===== src/rtl/booth_mul_scheduler_pkg.sv =====
// rtl/booth_mul_scheduler_pkg.sv - shared types and constants for the Booth multiplier scheduler
package booth_mul_scheduler_pkg;

    typedef enum logic [1:0] {
        ST_IDLE = 2'd0,
        ST_WAIT = 2'd1,
        ST_DONE = 2'd2
    } state_e;

    localparam int DEF_WIDTH     = 8;
    localparam int DEF_MC_CYCLES = 4;

    // Settle counter width; a single-cycle path still needs a one-bit counter.
    function automatic int cnt_w(input int mc);
        return (mc > 1) ? $clog2(mc) : 1;
    endfunction

endpackage


===== src/rtl/booth_mul_scheduler_rr_priority_picker.sv =====
// rtl/booth_mul_scheduler_rr_priority_picker.sv - round-robin first-set-bit search starting at ptr
module booth_mul_scheduler_rr_priority_picker #(
    parameter int NUM_REQ = 4,
    parameter int IDX_W   = 2
) (
    input  logic [NUM_REQ-1:0] req,
    input  logic [IDX_W-1:0]   ptr,
    output logic [NUM_REQ-1:0] grant_onehot,
    output logic [IDX_W-1:0]   grant_idx,
    output logic               grant_valid
);

    // Walk from ptr upward, wrapping, and keep only the first asserted request.
    always_comb begin
        int               pos;
        logic [IDX_W-1:0] idx;
        grant_onehot = '0;
        grant_idx    = '0;
        grant_valid  = 1'b0;
        pos          = 0;
        idx          = '0;
        for (int k = 0; k < NUM_REQ; k++) begin
            pos = int'(ptr) + k;
            if (pos >= NUM_REQ) begin
                pos = pos - NUM_REQ;
            end
            idx = IDX_W'(pos);
            if (!grant_valid && req[idx]) begin
                grant_valid       = 1'b1;
                grant_idx         = idx;
                grant_onehot[idx] = 1'b1;
            end
        end
    end

endmodule


===== src/rtl/booth_mul_scheduler.sv =====
// rtl/booth_mul_scheduler.sv - round-robin sharing of one external multicycle Booth multiplier
module booth_mul_scheduler
    import booth_mul_scheduler_pkg::*;
#(
    parameter int NUM_REQ   = 4,
    parameter int WIDTH     = DEF_WIDTH,
    parameter int MC_CYCLES = DEF_MC_CYCLES
) (
    input  logic                     CLK,
    input  logic                     RST,
    input  logic [NUM_REQ-1:0]       Req_Sig,
    input  logic [NUM_REQ*WIDTH-1:0] Req_A,
    input  logic [NUM_REQ*WIDTH-1:0] Req_B,
    output logic [NUM_REQ-1:0]       Grant_Sig,
    output logic [NUM_REQ-1:0]       Done_Sig,
    output logic [2*WIDTH-1:0]       Result,
    output logic                     Busy,
    output logic [WIDTH-1:0]         Mul_A,
    output logic [WIDTH-1:0]         Mul_B,
    input  logic [2*WIDTH-1:0]       Mul_Result
);

    localparam int               IDX_W    = $clog2(NUM_REQ);
    localparam int               CNT_W    = cnt_w(MC_CYCLES);
    localparam logic [CNT_W-1:0] CNT_LAST = CNT_W'(MC_CYCLES - 1);

    state_e               state_q,  state_d;
    logic [IDX_W-1:0]     ptr_q,    ptr_d;
    logic [IDX_W-1:0]     gidx_q,   gidx_d;
    logic [CNT_W-1:0]     cnt_q,    cnt_d;
    logic [NUM_REQ-1:0]   grant_q,  grant_d;
    logic [NUM_REQ-1:0]   done_q,   done_d;
    logic [2*WIDTH-1:0]   result_q, result_d;
    logic [WIDTH-1:0]     mul_a_q,  mul_a_d;
    logic [WIDTH-1:0]     mul_b_q,  mul_b_d;

    logic [NUM_REQ-1:0]   pick_onehot;
    logic [IDX_W-1:0]     pick_idx;
    logic                 pick_valid;
    logic [WIDTH-1:0]     sel_a;
    logic [WIDTH-1:0]     sel_b;

    booth_mul_scheduler_rr_priority_picker #(
        .NUM_REQ (NUM_REQ),
        .IDX_W   (IDX_W)
    ) u_picker (
        .req          (Req_Sig),
        .ptr          (ptr_q),
        .grant_onehot (pick_onehot),
        .grant_idx    (pick_idx),
        .grant_valid  (pick_valid)
    );

    // Operand mux driven by the one-hot pick so bases stay constant.
    always_comb begin
        sel_a = '0;
        sel_b = '0;
        for (int i = 0; i < NUM_REQ; i++) begin
            if (pick_onehot[i]) begin
                sel_a = Req_A[i*WIDTH +: WIDTH];
                sel_b = Req_B[i*WIDTH +: WIDTH];
            end
        end
    end

    // Next-state logic: grant in IDLE, count settle cycles in WAIT, retire in DONE.
    always_comb begin
        state_d  = state_q;
        ptr_d    = ptr_q;
        gidx_d   = gidx_q;
        cnt_d    = cnt_q;
        grant_d  = grant_q;
        done_d   = done_q;
        result_d = result_q;
        mul_a_d  = mul_a_q;
        mul_b_d  = mul_b_q;
        case (state_q)
            ST_IDLE: begin
                if (pick_valid) begin
                    mul_a_d = sel_a;
                    mul_b_d = sel_b;
                    grant_d = pick_onehot;
                    gidx_d  = pick_idx;
                    cnt_d   = '0;
                    state_d = ST_WAIT;
                end
            end
            ST_WAIT: begin
                cnt_d = cnt_q + CNT_W'(1);
                if (cnt_q == CNT_LAST) begin
                    result_d = Mul_Result;
                    done_d   = grant_q;
                    state_d  = ST_DONE;
                end
            end
            ST_DONE: begin
                done_d  = '0;
                grant_d = '0;
                ptr_d   = (gidx_q == IDX_W'(NUM_REQ - 1)) ? '0 : gidx_q + IDX_W'(1);
                state_d = ST_IDLE;
            end
            default: begin
                state_d = ST_IDLE;
            end
        endcase
    end

    // State register; reset abandons any operation in flight without a done pulse.
    always_ff @(posedge CLK) begin
        if (RST) begin
            state_q  <= ST_IDLE;
            ptr_q    <= '0;
            gidx_q   <= '0;
            cnt_q    <= '0;
            grant_q  <= '0;
            done_q   <= '0;
            result_q <= '0;
            mul_a_q  <= '0;
            mul_b_q  <= '0;
        end else begin
            state_q  <= state_d;
            ptr_q    <= ptr_d;
            gidx_q   <= gidx_d;
            cnt_q    <= cnt_d;
            grant_q  <= grant_d;
            done_q   <= done_d;
            result_q <= result_d;
            mul_a_q  <= mul_a_d;
            mul_b_q  <= mul_b_d;
        end
    end

    assign Grant_Sig = grant_q;
    assign Done_Sig  = done_q;
    assign Result    = result_q;
    assign Mul_A     = mul_a_q;
    assign Mul_B     = mul_b_q;
    assign Busy      = (state_q == ST_WAIT) || (state_q == ST_DONE);

endmodule


===== config.mk =====
export PLATFORM = sky130hd
export DESIGN_NAME = booth_mul_scheduler
export DESIGN_NICKNAME = d
export VERILOG_FILES = /design/src/rtl/booth_mul_scheduler_pkg.sv /design/src/rtl/booth_mul_scheduler_rr_priority_picker.sv /design/src/rtl/booth_mul_scheduler.sv
export SDC_FILE = /design/constraint.sdc
export NUM_CORES = 1
export LEC_CHECK = 0
export ABC_AREA = 0
export CORE_ASPECT_RATIO = 0.6
export CORE_MARGIN = 5
export CORE_UTILIZATION = 24
export CTS_CLUSTER_SIZE = 16
export DETAILED_ROUTE_END_ITERATION = 10
export PLACE_DENSITY_LB_ADDON = 0.3
export SLEW_MARGIN = 30
export SYNTH_ARGS = -nofsm -noshare
export SYNTH_HDL_FRONTEND = slang
export SYNTH_HIERARCHICAL = 1
export SYNTH_SLANG_ARGS = --single-unit

===== constraint.sdc =====
create_clock -name CLK -period 2.8 [get_ports CLK]
set_clock_uncertainty 0.05 [all_clocks]
set_input_delay 0.56 -clock CLK [delete_from_list [all_inputs] [get_ports CLK]]
set_output_delay 0.56 -clock CLK [all_outputs]
set_load 0.02 [all_outputs]

==> summary.md, run 1 <==
| Metric | Value |
|---|---|
| Status | `finished clean` |
| Buf/Inv on CP | `3` |
| Worst slack, placed | `-529 ps` |
| Final wirelength | `9780 microns` |
| Final hold slack | `404 ps` |
| PD cells | `809 nW/um^2` |
| Layout area overhead | `66.5%` |
| GRT overflow | `0` |
| Worst-Skew Late Latency | `290 ps` |
| F_max | `0.367 GHz` |
| Mapped Cells | `308` |
| Cell Area, Synth | `2730 sq um` |
| Clk sink count | `48` |
| Crit path launch type | `register` |
| Critical-path cell list | `buf_4 -> mux4_2 -> and2b_2 -> buf_4 -> a22oi_2 -> o21ai_2 -> nor2b_4 -> buf_12 -> a222oi_1 -> a211oi_1` |
| Vias in the first global route | `3004` |
| GRT met2 Usage | `20.5%` |
| DR vias | `2955` |
| Vias per inst | `4.97` |
| Clock Path Buffers | `2` |
| Critical Path End | `Mul_B[4]` |
| Crit. End Element | `register` |
| Seq/Total Area, Yosys | `35.2%` |
| Initial antenna violation count | `0` |
| CTS tree | `built` |
| Leakage | `1.57 nW` |
| #FFs+latches synth | `48` |
| Final routed DRC violation total | `0` |
| Final period demand of the worst path | `2720 ps` |
| Final hold vios | `0` |
| Overall Global Routing Usage | `13.9%` |
| CP arrival | `2840 ps` |
| Share of layout cells above drive strength 1 | `16.2%` |
| Main area contributors after synthesis | `dfxtp_1 35%, a222oi_1 5.5%, nand2_1 5.5%` |
| CP most frequent cell | `buf_4` |
| Row count | `30` |
| H-tree depth | `2` |
| GP Congestion | `0.898` |
| Met1 usage | `18.2%` |
| DR pass1 iterations | `5` |
| Biggest cell delay along the critical path | `550 ps` |
| Clock Tree Root | `clkbuf_16` |
| Worst Path Max Fanout | `15` |
| RR Endpoint | `Mul_B[4]` |
| Worst Hold Class | `reg -> reg` |
| Final setup viols | `0` |
| CP max-delay cell | `mux4_2` |
| Violation count after the first detailed-route iteration | `204` |
| Relative slew slack | `52.4%` |
| Most frequent cell after synthesis | `dfxtp_1` |
| Reg clk slew, reported paths | `70 ps` |
| Initial Util | `24.3%` |
| Max VDD drop | `0.000247 V` |
| Gr busiest metal | `met2` |
| Routed len/inst | `16.5 microns` |
| Fin crit share | `97.3%` |
| Die X | `148 microns` |
| Top FF cell, synth | `dfxtp_1` |
| Slew @ Worst Pin | `714 ps` |
| Ys async rst share | `0%` |
| M3 GR Usage | `6.06%` |
| Worst R2R Setup Slack | `80 ps` |
| Slew Viols, Final | `0` |
| Yosys cell types | `47` |
| Syn Nets | `405` |
| Crit Path Category | `reg -> reg` |
| Post-route setup slack | `76.7 ps` |
| Antenna Cells | `0` |
| Length in cells of the worst reg-to-reg path | `10` |
| Final setup TNS | `0 ps` |
| Worst R2R Start | `ptr_q[1]` |
| Global-route wire length before repair | `15300 microns` |
| Pin count of the biggest net entering global routing | `28` |
| Worst setup startpoint | `ptr_q[1]` |
| Hold_buf cts | `0` |
| Area leader, netlist | `dfxtp_1` |
| Critical path depth | `10` |
| Core Region | `11200 sq um` |
| Delay-heaviest family, CP | `compound AO/OA/AOI/OAI gates` |
| DP HPWL | `7310 microns` |
| Max cap viols | `0` |
| Synth warnings | `6` |
| Nets | `546` |
| Post-route ant nets | `0` |
| Synth top cells by count | `48 x dfxtp_1, 40 x nand2_1, 22 x a21oi_1` |
| Die area | `13700 sq um` |
| Post-synthesis area per instance | `8.86 sq um` |
| Cts bufs inserted | `5` |
| Post-synth top area share | `35.2%` |
| # IOs | `127` |
| Worst EP required | `2910 ps` |
| Height of the die | `92.6 microns` |
| PortBufs | `126` |
| Post-synth EDFFs | `0` |
-- state kept, by name (all words and copies together), names as in the netlist --
signal / cells
Result: 16
Mul_A: 8
Mul_B: 8
Done_Sig: 4
Grant_Sig: 4
cnt_q: 2
gidx_q: 2
ptr_q: 2
state_q: 2
-- final cells by class --
class / count / area (sq um)
Sequential cell: 48 / 968
Fill cell: 1125 / 6680
Clock inverter: 2 / 15.0
Timing Repair Buffer: 163 / 1580
Multi-Input combinational cell: 218 / 1610
Clock buffer: 6 / 139
Inverter: 13 / 48.8
Tap cell: 144 / 180
-- worst reg2reg max path, delay by kind of cell (launching register included) --
family,cells,cell delay [ps]
AND/OR/NAND/NOR,2,410
flip-flops,1,380
multiplexers,1,550
AO/OA/AOI/OAI,4,780
buffers and inverters,3,420
-- power breakdown --
part	internal, mW	total, mW	switching (mW)
sequential	0.828	0.925	0.0978
clock	0.356	0.630	0.275
combinational	1.04	2.12	1.08
total	2.23	3.68	1.45
-- worst min path at each step --
stage | end | startpoint | cells past startpoint | slack, ps
2_1_floorplan | gidx_q[1] | gidx_q[1] | 2 | 390
3_3_place_gp | Result[15] | Result[15] | 2 | 390
3_5_place_dp | Result[9] | Result[9] | 2 | 400
4_1_cts | Result[9] | Result[9] | 2 | 410
5_1_grt | Result[12] | Result[12] | 2 | 430
6_report | Result[9] | Result[9] | 2 | 400
-- cell families (layout without fill, tap and decap cells) --
| logic type | after synthesis | count (layout) | synth area share, % |
|---|---|---|---|
| compound gates | 105 | 105 | 27.0 |
| xor+xnor | 1 | 1 | 0.321 |
| buf+inv | 42 | 184 | 7.65 |
| simple gates | 91 | 91 | 19.0 |
| mux | 10 | 10 | 5.82 |
| flops | 48 | 48 | 35.2 |
| fa+ha+maj | 11 | 11 | 5.04 |
-- per-layer routing --
metal  wire, microns  up-vias
met5               0        -
met4             126        0
met3            1040       13
met2            4190      128
met1            4430     1370
li1                -     1444
-- what timing repair did --
| item | 4_1_cts | 5_1_grt |
|---|---|---|
| buffers inserted | 3 | 6 |
| endpoints found under the hold margin | 0 | 0 |
| pin swaps | 3 | 14 |
| setup endpoints to repair | 18 | 18 |
| gates cloned | 0 | 1 |
| resized for setup | 10 | 19 |
-- cells in the final DEF, fill, tap and decap left out, drive strengths merged, types with 13 or more instances in the layout --
cell,n
nand4b,15
a222oi,15
clkdlybuf4s50,121
dfxtp,48
nand2,40
o21ai,22
inv,13
a21oi,22
a211oi,15
buf,37
-- stage by stage --
step                util, %  total power, mW  std cells  area, sq um
global placement       38.0             2.87        576         4270
finish                 40.5             3.68        594         4540
global route           40.5             3.94        594         4540
floorplan                 -             2.10        308         2750
detailed placement     38.0             2.89        576         4270
CTS                    39.7             3.58        587         4460
Note: power is estimated with default switching activity, not from simulation.
==> inputs of run 2 (changes only) <==
--- a/config.mk
+++ b/config.mk
@@ -9,6 +9,7 @@
 export CORE_ASPECT_RATIO = 0.6
 export CORE_MARGIN = 5
 export CORE_UTILIZATION = 24
+export CTS_BUF_LIST = sky130_fd_sc_hd__clkbuf_16
 export CTS_CLUSTER_SIZE = 16
 export DETAILED_ROUTE_END_ITERATION = 10
 export PLACE_DENSITY_LB_ADDON = 0.3
==> run 2 against run 1 <==
Against the previous run:
- global-route usage stayed put
- cell count grew 0.17%
- combinational power is essentially flat
- flip-flop and latch count unchanged
- die area unchanged
- via count fell by 0.10%
- fmax grew 0.68%
- design area hardly changed
- wire length decreased by 0.27%
- register-to-register slack better by 20 ps
- total power down 0.69%
- largest cell class unchanged
==> summary.md, run 2 (synthesized netlist as in run 1, its figures left out) <==
| Metric | Value |
|---|---|
| Layout area overhead | `66.5%` |
| Die area | `13700 sq um` |
| PortBufs | `126` |
| Crit. End Element | `register` |
| Max cap viols | `0` |
| Fin crit share | `96.6%` |
| # IOs | `127` |
| Final hold vios | `0` |
| Initial Util | `24.3%` |
| Die X | `148 microns` |
| Worst Path Max Fanout | `15` |
| Worst-Skew Late Latency | `290 ps` |
| Max VDD drop | `0.000247 V` |
| Pin count of the biggest net entering global routing | `28` |
| Status | `finished clean` |
| Overall Global Routing Usage | `13.9%` |
| DP HPWL | `7310 microns` |
| Violation count after the first detailed-route iteration | `189` |
| CP arrival | `2820 ps` |
| DR vias | `2952` |
| Slew @ Worst Pin | `727 ps` |
| Vias per inst | `4.96` |
| Initial antenna violation count | `0` |
| Fill count | `1127` |
| Slew Viols, Final | `0` |
| Worst R2R Start | `ptr_q[1]` |
| PD cells | `804 nW/um^2` |
| M3 GR Usage | `6.06%` |
| Most frequent cells in the layout | `121 x clkdlybuf4s50_1, 46 x dfxtp_1, 40 x nand2_1, 31 x buf_4, 22 x a21oi_1` |
| Max FFs per register | `16` |
| CTS tree | `built` |
| Share of layout cells above drive strength 1 | `16.2%` |
| Routed len/inst | `16.4 microns` |
| Core Region | `11200 sq um` |
| Nets | `547` |
| Final wirelength | `9750 microns` |
| Global-route wire length before repair | `15300 microns` |
| Leakage | `1.57 nW` |
| Post-route setup slack | `95.0 ps` |
| Final period demand of the worst path | `2700 ps` |
| Antenna Cells | `0` |
| Relative slew slack | `51.5%` |
| Worst Hold Class | `reg -> reg` |
| GRT overflow | `0` |
| GRT met2 Usage | `20.5%` |
| Vias in the first global route | `3004` |
| Met1 usage | `18.2%` |
| Cts bufs inserted | `5` |
| Clock Path Buffers | `2` |
| F_max | `0.370 GHz` |
| DR pass1 iterations | `5` |
| Final routed DRC violation total | `0` |
| Commonest non-fill, non-tap cell in the layout | `clkdlybuf4s50_1` |
| H-tree depth | `2` |
| Clk sink count | `48` |
| GP Congestion | `0.898` |
| Height of the die | `92.6 microns` |
| Gr busiest metal | `met2` |
| Unrepaired setup endpoints after global routing | `false` |
| Final setup viols | `0` |
| Crit path launch type | `register` |
| Reg clk slew, reported paths | `70 ps` |
| Utilization after layout | `40.5%` |
| Row count | `30` |
| Worst slack, placed | `-529 ps` |
| Clock Tree Root | `clkbuf_16` |
| Crit Path Category | `reg -> reg` |
| Post-route ant nets | `0` |
| Hold wc startpoint | `Result[9]` |
| Worst setup startpoint | `ptr_q[1]` |
| Worst EP required | `2910 ps` |
run 2: changes by cell type in the layout (fill, tap and decap cells not counted), sizes merged:
cell    change
buf         +1
clkinv      +1
clkbuf      -1
run 2: per-stage QoR:
step,hold WS [ps],area [sq um],cells,total power [mW],TNS [ps]
4_1_cts,405,4450,587,3.55,0
5_1_grt,431,4550,595,3.92,0
2_1_floorplan,390,2750,308,2.10,0
3_3_place_gp,393,4270,576,2.87,-7260
6_report,404,4550,595,3.65,0
3_5_place_dp,396,4270,576,2.89,-9780
run 2: routing by layer:
metal | part of all wire (%) | vias up
li1 | - | 1445
met1 | 45 | 1362
met2 | 43 | 132
met3 | 11 | 13
met4 | 1.3 | 0
met5 | 0 | -
run 2: path summary, 6_finish.rpt:
path	to	slack, ps	cells past startpoint
max	Mul_A[1]	100	11
min	Result[9]	400	2
max reg2reg	Mul_A[1]	100	11
min reg2reg	Result[9]	400	2
run 2: final cells by class:
cell class / count / area (sq um) / share of cell area [%]
Timing Repair Buffer: 164 / 1590 / 35.0
Tap cell: 144 / 180 / 3.96
Multi-Input combinational cell: 218 / 1610 / 35.5
Clock inverter: 3 / 18.8 / 0.413
Sequential cell: 48 / 968 / 21.3
Clock buffer: 5 / 125 / 2.75
Inverter: 13 / 48.8 / 1.07
run 2: repair_timing:
action,4_1_cts,5_1_grt
endpoints found under the setup margin,18,18
hold buffers,0,0
resized for setup,10,20
setup buffers,3,7
pin swaps,3,14
gates cloned,0,1
run 2: critical path: stages, from the launching register on:
cell and delay, ps:
dfxtp_4 390, inv_2 60, ha_4 270, mux4_2 350, buf_4 170, buf_4 150
a22oi_2 200, o21ai_2 120, nor2b_4 150, buf_12 150, a222oi_1 380, a211oi_2 130
run 2: power breakdown:
group	total, mW	switching, mW	internal [mW]
clock	0.604	0.275	0.328
combinational	2.13	1.08	1.05
sequential	0.924	0.0965	0.828
